--- src/rtl/load_store_unit.sv ---
// load_store_unit: memory-stage initiator for the data SRAM port.
//
// Accepts one op per handshake from execute. Aligned loads/stores issue a single word-aligned
// SRAM request with byte strobes and wait for the ack. Load data comes back right-aligned and
// unextended; writeback does the sign/zero extension. Non-memory and misaligned ops skip the
// SRAM entirely and go straight to the response beat.
//
// Ports:
//   i_clk, i_rst            clock, synchronous active-low reset
//   i_in_* / o_in_ready     op handshake from execute (valid/ready, all fields registered on accept)
//   o_sram_* / i_sram_*     SRAM request (held until ack) and ack/read data
//   o_out_* / i_out_ready   result beat to writeback (load data, tag, fault flags)
//
// Configuration macro: LSU_TIMEOUT_EN
//   defined   - a REQ that sees no ack for MAX_WAIT cycles is abandoned with o_out_bus_error=1
//   undefined - REQ waits indefinitely and o_out_bus_error is tied 0
module load_store_unit #(
  parameter int unsigned ADDR_WIDTH = 32,
  parameter int unsigned DATA_WIDTH = 32,
  parameter int unsigned TAG_WIDTH  = 64,
  parameter int unsigned MAX_WAIT   = 15
) (
  input  logic                  i_clk,
  input  logic                  i_rst,
  input  logic                  i_in_valid,
  output logic                  o_in_ready,
  input  logic                  i_in_is_load,
  input  logic                  i_in_is_store,
  input  logic [2:0]            i_in_funct3,
  input  logic [ADDR_WIDTH-1:0] i_in_address,
  input  logic [DATA_WIDTH-1:0] i_in_store_data,
  input  logic [TAG_WIDTH-1:0]  i_in_tag,
  output logic                  o_sram_req,
  output logic                  o_sram_we,
  output logic [ADDR_WIDTH-3:0] o_sram_addr,
  output logic [DATA_WIDTH-1:0] o_sram_wdata,
  output logic [3:0]            o_sram_wstrb,
  input  logic                  i_sram_ack,
  input  logic [DATA_WIDTH-1:0] i_sram_rdata,
  output logic                  o_out_valid,
  input  logic                  i_out_ready,
  output logic [DATA_WIDTH-1:0] o_out_load_data,
  output logic [TAG_WIDTH-1:0]  o_out_tag,
  output logic                  o_out_misaligned,
  output logic                  o_out_bus_error
);

  typedef enum logic [1:0] {StIdle, StReq, StResp} state_e;

  state_e                r_state;
  state_e                w_state_next;
  logic                  r_is_load;
  logic                  r_is_store;
  logic [1:0]            r_size;
  logic [ADDR_WIDTH-1:0] r_addr;
  logic [DATA_WIDTH-1:0] r_store_data;
  logic [TAG_WIDTH-1:0]  r_tag;
  logic [DATA_WIDTH-1:0] r_load_data;
  logic                  r_misaligned;

  logic                  w_accept;
  logic                  w_mem;
  logic                  w_misaligned;
  logic                  w_go_req;
  logic                  w_timeout;
  logic                  w_in_req;
  logic [DATA_WIDTH-1:0] w_wdata;
  logic [3:0]            w_wstrb;
  logic [DATA_WIDTH-1:0] w_load_shift;

  // funct3[2] only selects sign/zero extension, which is writeback's job.
  logic w_unused_funct3;
  assign w_unused_funct3 = i_in_funct3[2];

  assign w_in_req   = (r_state == StReq);
  assign o_in_ready = (r_state == StIdle) | ((r_state == StResp) & i_out_ready);
  assign w_accept   = i_in_valid & o_in_ready;
  assign w_mem      = i_in_is_load | i_in_is_store;

  // Size encoding 11 is not a legal access width and faults like a misalignment.
  always_comb begin
    w_misaligned = 1'b0;
    case (i_in_funct3[1:0])
      2'b01:   w_misaligned = i_in_address[0];
      2'b10:   w_misaligned = (i_in_address[1:0] != 2'b00);
      2'b11:   w_misaligned = 1'b1;
      default: w_misaligned = 1'b0;
    endcase
    w_misaligned = w_misaligned & w_mem;
  end

  assign w_go_req = w_mem & ~w_misaligned;

  always_comb begin
    w_state_next = r_state;
    unique case (r_state)
      StIdle: begin
        if (w_accept) w_state_next = w_go_req ? StReq : StResp;
      end
      StReq: begin
        if (i_sram_ack || w_timeout) w_state_next = StResp;
      end
      StResp: begin
        if (i_out_ready) begin
          if (i_in_valid) w_state_next = w_go_req ? StReq : StResp;
          else            w_state_next = StIdle;
        end
      end
      default: w_state_next = StIdle;
    endcase
  end

  // Lane replication lets the SRAM take data from any lane without a shifter on its side.
  always_comb begin
    w_wdata = r_store_data;
    w_wstrb = 4'hF;
    case (r_size)
      2'b00: begin
        w_wdata = {(DATA_WIDTH / 8){r_store_data[7:0]}};
        w_wstrb = 4'b0001 << r_addr[1:0];
      end
      2'b01: begin
        w_wdata = {(DATA_WIDTH / 16){r_store_data[15:0]}};
        w_wstrb = 4'b0011 << r_addr[1:0];
      end
      default: begin
        w_wdata = r_store_data;
        w_wstrb = 4'hF;
      end
    endcase
  end

  // Word accesses are always aligned here, so the shift is zero for them.
  assign w_load_shift = i_sram_rdata >> {r_addr[1:0], 3'b000};

  always_ff @(posedge i_clk) begin
    if (!i_rst) begin
      r_state      <= StIdle;
      r_is_load    <= 1'b0;
      r_is_store   <= 1'b0;
      r_size       <= 2'b00;
      r_addr       <= '0;
      r_store_data <= '0;
      r_tag        <= '0;
      r_load_data  <= '0;
      r_misaligned <= 1'b0;
    end else begin
      r_state <= w_state_next;
      if (w_accept) begin
        r_is_load    <= i_in_is_load;
        r_is_store   <= i_in_is_store;
        r_size       <= i_in_funct3[1:0];
        r_addr       <= i_in_address;
        r_store_data <= i_in_store_data;
        r_tag        <= i_in_tag;
        r_load_data  <= '0;
        r_misaligned <= w_misaligned;
      end else if (w_in_req && i_sram_ack && r_is_load && !r_is_store) begin
        r_load_data <= w_load_shift;
      end
    end
  end

`ifdef LSU_TIMEOUT_EN
  localparam int unsigned WaitW = ($clog2(MAX_WAIT + 1) < 4) ? 4 : $clog2(MAX_WAIT + 1);

  logic [WaitW-1:0] r_wait;
  logic             r_bus_error;

  // Fires in the MAX_WAIT-th REQ cycle that still has no ack.
  assign w_timeout = w_in_req & ~i_sram_ack & (r_wait == WaitW'(MAX_WAIT - 1));

  always_ff @(posedge i_clk) begin
    if (!i_rst) begin
      r_wait      <= '0;
      r_bus_error <= 1'b0;
    end else begin
      if (w_accept) begin
        r_wait      <= '0;
        r_bus_error <= 1'b0;
      end else if (w_in_req && !i_sram_ack) begin
        r_wait <= r_wait + 1'b1;
        if (w_timeout) r_bus_error <= 1'b1;
      end
    end
  end

  assign o_out_bus_error = (r_state == StResp) & r_bus_error;
`else
  logic w_unused_max_wait;
  assign w_unused_max_wait = |MAX_WAIT;
  assign w_timeout         = 1'b0;
  assign o_out_bus_error   = 1'b0;
`endif

  assign o_sram_req       = w_in_req;
  assign o_sram_we        = w_in_req & r_is_store;
  assign o_sram_addr      = w_in_req ? r_addr[ADDR_WIDTH-1:2] : '0;
  assign o_sram_wdata     = (w_in_req & r_is_store) ? w_wdata : '0;
  assign o_sram_wstrb     = (w_in_req & r_is_store) ? w_wstrb : 4'h0;

  assign o_out_valid      = (r_state == StResp);
  assign o_out_load_data  = (r_state == StResp) ? r_load_data : '0;
  assign o_out_misaligned = (r_state == StResp) & r_misaligned;
  assign o_out_tag        = r_tag;

endmodule

--- config.mk ---
export PLATFORM = sky130hd
export DESIGN_NAME = load_store_unit
export DESIGN_NICKNAME = d
export VERILOG_FILES = /design/src/rtl/load_store_unit.sv
export SDC_FILE = /design/constraint.sdc
export NUM_CORES = 1
export LEC_CHECK = 0
export ABC_CLOCK_PERIOD_IN_PS = 3700
export CAP_MARGIN = 20
export CORE_MARGIN = 2
export CORE_UTILIZATION = 25
export DETAILED_ROUTE_END_ITERATION = 12
export SLEW_MARGIN = 20
export SYNTH_ARGS = -nofsm -noshare
export SYNTH_HDL_FRONTEND = slang
export SYNTH_SLANG_ARGS = --single-unit
--- constraint.sdc ---
create_clock -name i_clk -period 3.7 [get_ports i_clk]
set_input_delay 0.37 -clock i_clk [delete_from_list [all_inputs] [get_ports i_clk]]
set_output_delay 0.37 -clock i_clk [all_outputs]
set_load 0.03 [all_outputs]
After elaboration in Yosys (flattened, before gate mapping). Cells that the tools add are included.

Memory bits (read-only): 0. RAM bits: 0. Memories kept: 0. Bits in registers: 167. Bits in latches: 0. Bits of input ports: 170. Output and inout port bits: 168.

Order comparisons: 0. Div/mod/pow operators: 0. Shifts and indexed selects: 3. Reduce and logical (&&, ||, !) cells: 9. $mul: 0. Equality and inequality tests: 9. Add/sub/neg operators: 0. Multiplexer cells: 13. Bitwise logic cells: 10.

Operators with widths (number): 2-to-1 mux 32 bit (2); one-hot mux 32 bit (2 select lines) (1); right shift 32 x 5 -> 32 bit (1); 2-to-1 mux 30 bit (1); 2-to-1 mux 2 bit (5); one-hot mux 4 bit (2 select lines) (1); bitwise AND 1 bit (6); equality test 2 x 1 -> 1 bit (second input constant) (3); equality test 2 bit (second input constant) (3); one-hot mux 2 bit (3 select lines) (1); logical NOT 2 bit (2); 2-to-1 mux 4 bit (1); inequality test 2 bit (second input constant) (2); left shift 1 x 2 -> 4 bit (first input constant) (1); left shift 2 x 2 -> 4 bit (first input constant) (1); logical AND 1 bit (3); one-hot mux 1 bit (3 select lines) (1); AND reduction 3 bit (1); inequality test 2 x 1 -> 1 bit (second input constant) (1); NOT 1 bit (2); bitwise OR 1 bit (2); nonzero test 2 bit (1); OR reduction 2 bit (1); logical NOT 1 bit (1).

Longest topological paths before layout.
Word-level depth: 9. Depth in mapped cells: 7. Gate-level depth less buffers: 4.

Least setup slack after synthesis. OpenSTA, ideal clock, no wires.

Path kind: reg2out. From: register r_addr[0]. To: output o_sram_wstrb[3]. Required time: 3330 ps. Cell stages (with the launch flop): 6. Arrival: 1749 ps. Slack: 1581 ps. Cell sequence: dfxtp_1 > buf_2 > clkbuf_1 > buf_1 > o21ai_0 > a21oi_1.

Cells in the longest elaborated chain, start to end: 3. Elaborated cells on any way between the ends: 4. Classes of those cells: 2 x shift; 2 x mux.

RTL lines: from (decl) (RTL line 55) `logic [ADDR_WIDTH-1:0] r_addr;`; from (signal assigned) (RTL line 153) `r_addr <= i_in_address;`; left shift 2 x 2 -> 4 bit or left shift 1 x 2 -> 4 bit (tied branches) (RTL line 124, 120); one-hot mux 4 bit (2 select lines) * (RTL line 117) `case (r_size)`; 2-to-1 mux 4 bit * (RTL line 200) `assign o_sram_wstrb = (w_in_req & r_is_store) ? w_wstrb : 4'h0;`; to (decl) (RTL line 37) `output logic [3:0] o_sram_wstrb,`.

Mark *: on every way between the ends. The rest lies on a longest branch, timed or not.

Final worst setup path.
From: register r_addr[1]. To: output o_sram_wstrb[2].

The elaborated chain is that of the path after synthesis.

==> flow_metrics.py <==
metrics = {
    "final_layout": {
        "diodes": 0,
        "fillers": 3090,
        "drive_gt1_share_pct": 4.43,
        "final_util_pct": 39.7,
        "areaGrowthSynthToFinish_pct": 56.8,
        "final_nets": 1422,
        "stdcell_area_sq_mm": 0.0117,
    },
    "synthesis": {
        "synth_area_sq_mm": 0.00749,
        "synthCells": 955,
        "seq_area_frac_synth_pct": 44.6,
        "synth_area_leader_cell": "dfxtp_1",
        "synth_area_per_cell_sq_um": 7.84,
        "synth_area_leaders": "dfxtp_1 (45%), nand2_1 (15%), a21boi_0 (13%)",
        "ys_ff_latch": 167,
        "yosys.area.top_type_share_pct": 44.6,
        "synth_nets": 1125,
        "synth_warnings": 0,
        "synth.distinct_cells": 30,
    },
    "run_status": {
        "status": "finished clean",
    },
    "floorplanning": {
        "dieArea_sq_mm": 0.0314,
        "die_h_um": 177,
        "coreArea_sq_mm": 0.0296,
        "die_w_um": 177,
        "start_util_pct": 25.3,
        "num_io_pins": 338,
        "row_count": 63,
    },
    "clocking": {
        "root_buffer": "clkbuf_16",
        "htree_levels": 4,
        "clk_path_buf_depth": 2,
        "worstSkewPairLatency_ns": 0.43,
        "tritoncts": "done",
        "cts_buffers": 17,
        "clk_pin_slew_ns": 0.07,
        "ctsHoldBuffers": 0,
        "cts_setup_buffers": 0,
        "ctsResizeCount": 0,
        "cts.sink_count": 167,
    },
    "place": {
        "place_congestion": 0.805,
        "io_buffer_count": 335,
        "dp_hpwl_um": 18200,
        "dpl_cell_area_sq_mm": 0.0112,
    },
    "sta": {
        "rsz0062_at_grt": "false",
        "timing.final.crit_share_pct": 81.6,
        "hold_violations": 0,
        "slew_violations": 0,
        "max_clock_freq_ghz": 0.331,
        "worstMarginPinSlew_ns": 0.832,
        "period_minus_slack_ns": 3.02,
        "tns_ns": 0,
        "clock_skew_ns": 0.0159,
        "setup_viol": 0,
        "max_slew_margin_pct": 44.4,
    },
    "drt": {
        "num_vias": 7387,
        "met3_length_um": 2080,
        "wl_met1_um": 11200,
        "detail_route.wl_per_cell_um": 15.6,
        "top_layer": "met5",
        "drt_first_pass_iters": 5,
        "via_per_inst": 4.47,
        "wirelength_um": 25800,
        "dr.first_iter.drc_count": 281,
        "wl_met2_um": 12000,
        "drc": 0,
        "ant_nets": 0,
    },
    "critical_path": {
        "worst-endpoint-arrival_ns": 2.65,
        "worst-setup-path-type": "reg2out",
        "crit_end": "o_sram_wstrb[2]",
        "required_ns": 3.33,
        "reg2reg_to": "o_out_tag[1]",
        "reg2regPathDepth": 5,
        "crit_path_end_kind": "output port",
        "startpoint_type": "flop",
        "path_max_fanout": 20,
        "startpoint": "r_addr[1]",
        "r2r_setup_slack_ns": 1.71,
        "r2r_start": "r_state[0]",
    },
    "hold_path": {
        "hold_path_class": "reg2reg",
    },
    "global_route": {
        "grt_pass1_wl_um": 40200,
        "grt_pass1_vias": 7208,
        "grt_max_degree": 69,
        "gr-total-overflow": 0,
        "antenna_found_initial": 1,
        "grtUsageTotal_pct": 16.3,
    },
    "power_and_ir_drop": {
        "ir_drop_mv": 0.247,
        "power.density_mw_per_mm2": 374,
        "leakage_nw": 4.21,
    },
    "run": {
        "maxCapViolCount": 0,
    },
}
worst min path at each step:
stage                          startpoint               to  slack, ns  depth (start not counted)
final                     r_load_data[27]  r_load_data[27]       0.45                          2
after global routing      r_load_data[28]  r_load_data[28]       0.47                          2
after CTS                 r_load_data[28]  r_load_data[28]       0.45                          2
after detailed placement  r_load_data[29]  r_load_data[29]       0.44                          2
after global placement    r_load_data[28]  r_load_data[28]       0.43                          2
after floorplan           r_load_data[19]  r_load_data[19]       0.43                          2
flip-flops by register name, summed over array words and instances, names as in the netlist:
register / flops
r_is_store: 1
r_state: 2
r_size: 2
r_addr: 32
r_store_data: 32
r_misaligned: 1
r_is_load: 1
o_out_tag: 64
r_load_data: 32
logic make-up after synthesis:
group,Yosys count,synth area share [%]
and+or+nand+nor,456,26.4
AOI/OAI and AO/OA,217,20.1
DFF,167,44.6
buffers and inverters,82,4.56
muxes,32,4.28
other,1,0.0501
power breakdown:
group	internal, W	switching (W)	total [W]
Sequential	0.00190	0.0000600	0.00196
Combinational	0.000381	0.000433	0.000814
Clock	0.000867	0.000755	0.00162
layout by cell type (no fill, tap or decap), drive strengths merged, types with 2 or more instances in the layout:
cell / Yosys / final
a21boi: 134 / 134
nand2b: 2 / 2
nor2b: 10 / 10
buf: 26 / 25
clkinv: 0 / 5
nor2: 51 / 51
dfxtp: 167 / 167
a22o: 8 / 8
clkinvlp: 0 / 4
nand3: 8 / 8
o21bai: 2 / 2
a21oi: 45 / 45
clkbuf: 51 / 22
or3: 9 / 9
and3: 8 / 8
clkdlybuf4s50: 0 / 330
nor3: 10 / 10
nand2: 292 / 292
and2: 64 / 64
a211oi: 16 / 16
mux2i: 32 / 32
o21ai: 10 / 10
inv: 5 / 5
Yosys cell counts:
master	instances
and2_1	64
conb_1	1
a22o_1	8
or2_2	1
buf_4	1
inv_1	5
nor2b_1	10
nand3b_1	1
and3_1	8
buf_1	6
a21oi_1	45
nand2_1	292
o21ai_1	1
dfxtp_1	167
o32ai_1	1
nand3_1	8
a211oi_1	16
a21boi_0	134
buf_6	1
o21bai_1	2
nand2b_1	2
a22oi_1	1
buf_2	18
nor3_2	1
mux2i_1	32
clkbuf_1	51
nor3_1	9
o21ai_0	9
or3_1	9
nor2_1	51
cell type report:
type	count	area (sq um)	share of cell area, %
multi-input cells	706	3820	32.5
repair buffers	355	3570	30.4
flip-flops and latches	167	3340	28.5
well taps	390	488	4.16
clock buffers	22	454	3.87
clock inverters	9	55.1	0.469
inverters	5	18.8	0.160
worst max-delay path, cell delays in order (launching register included):
cell	delay (ns)
dfxtp_1	0.55
nor2_1	0.69
nand2_1	0.11
a21oi_1	0.15
clkdlybuf4s50_1	0.72
layer usage:
layer  track usage (%)  up-vias
met5                 0        -
met4              5.10        2
met3              5.39       26
met2              26.8      236
met1              20.1     3403
li1                  -     3720
metrics by stage:
stage	hold WS (ns)	total power [W]	setup slack, ns	cells
detailed placement	0.441	0.00282	1.17	1623
global placement	0.435	0.00281	1.17	1623
CTS	0.451	0.00447	0.691	1654
global route	0.470	0.00463	0.517	1654
finish	0.448	0.00439	0.682	1654
floorplan	0.427	0.00240	1.58	955
No activity file was read; power rests on OpenSTA's default activity.
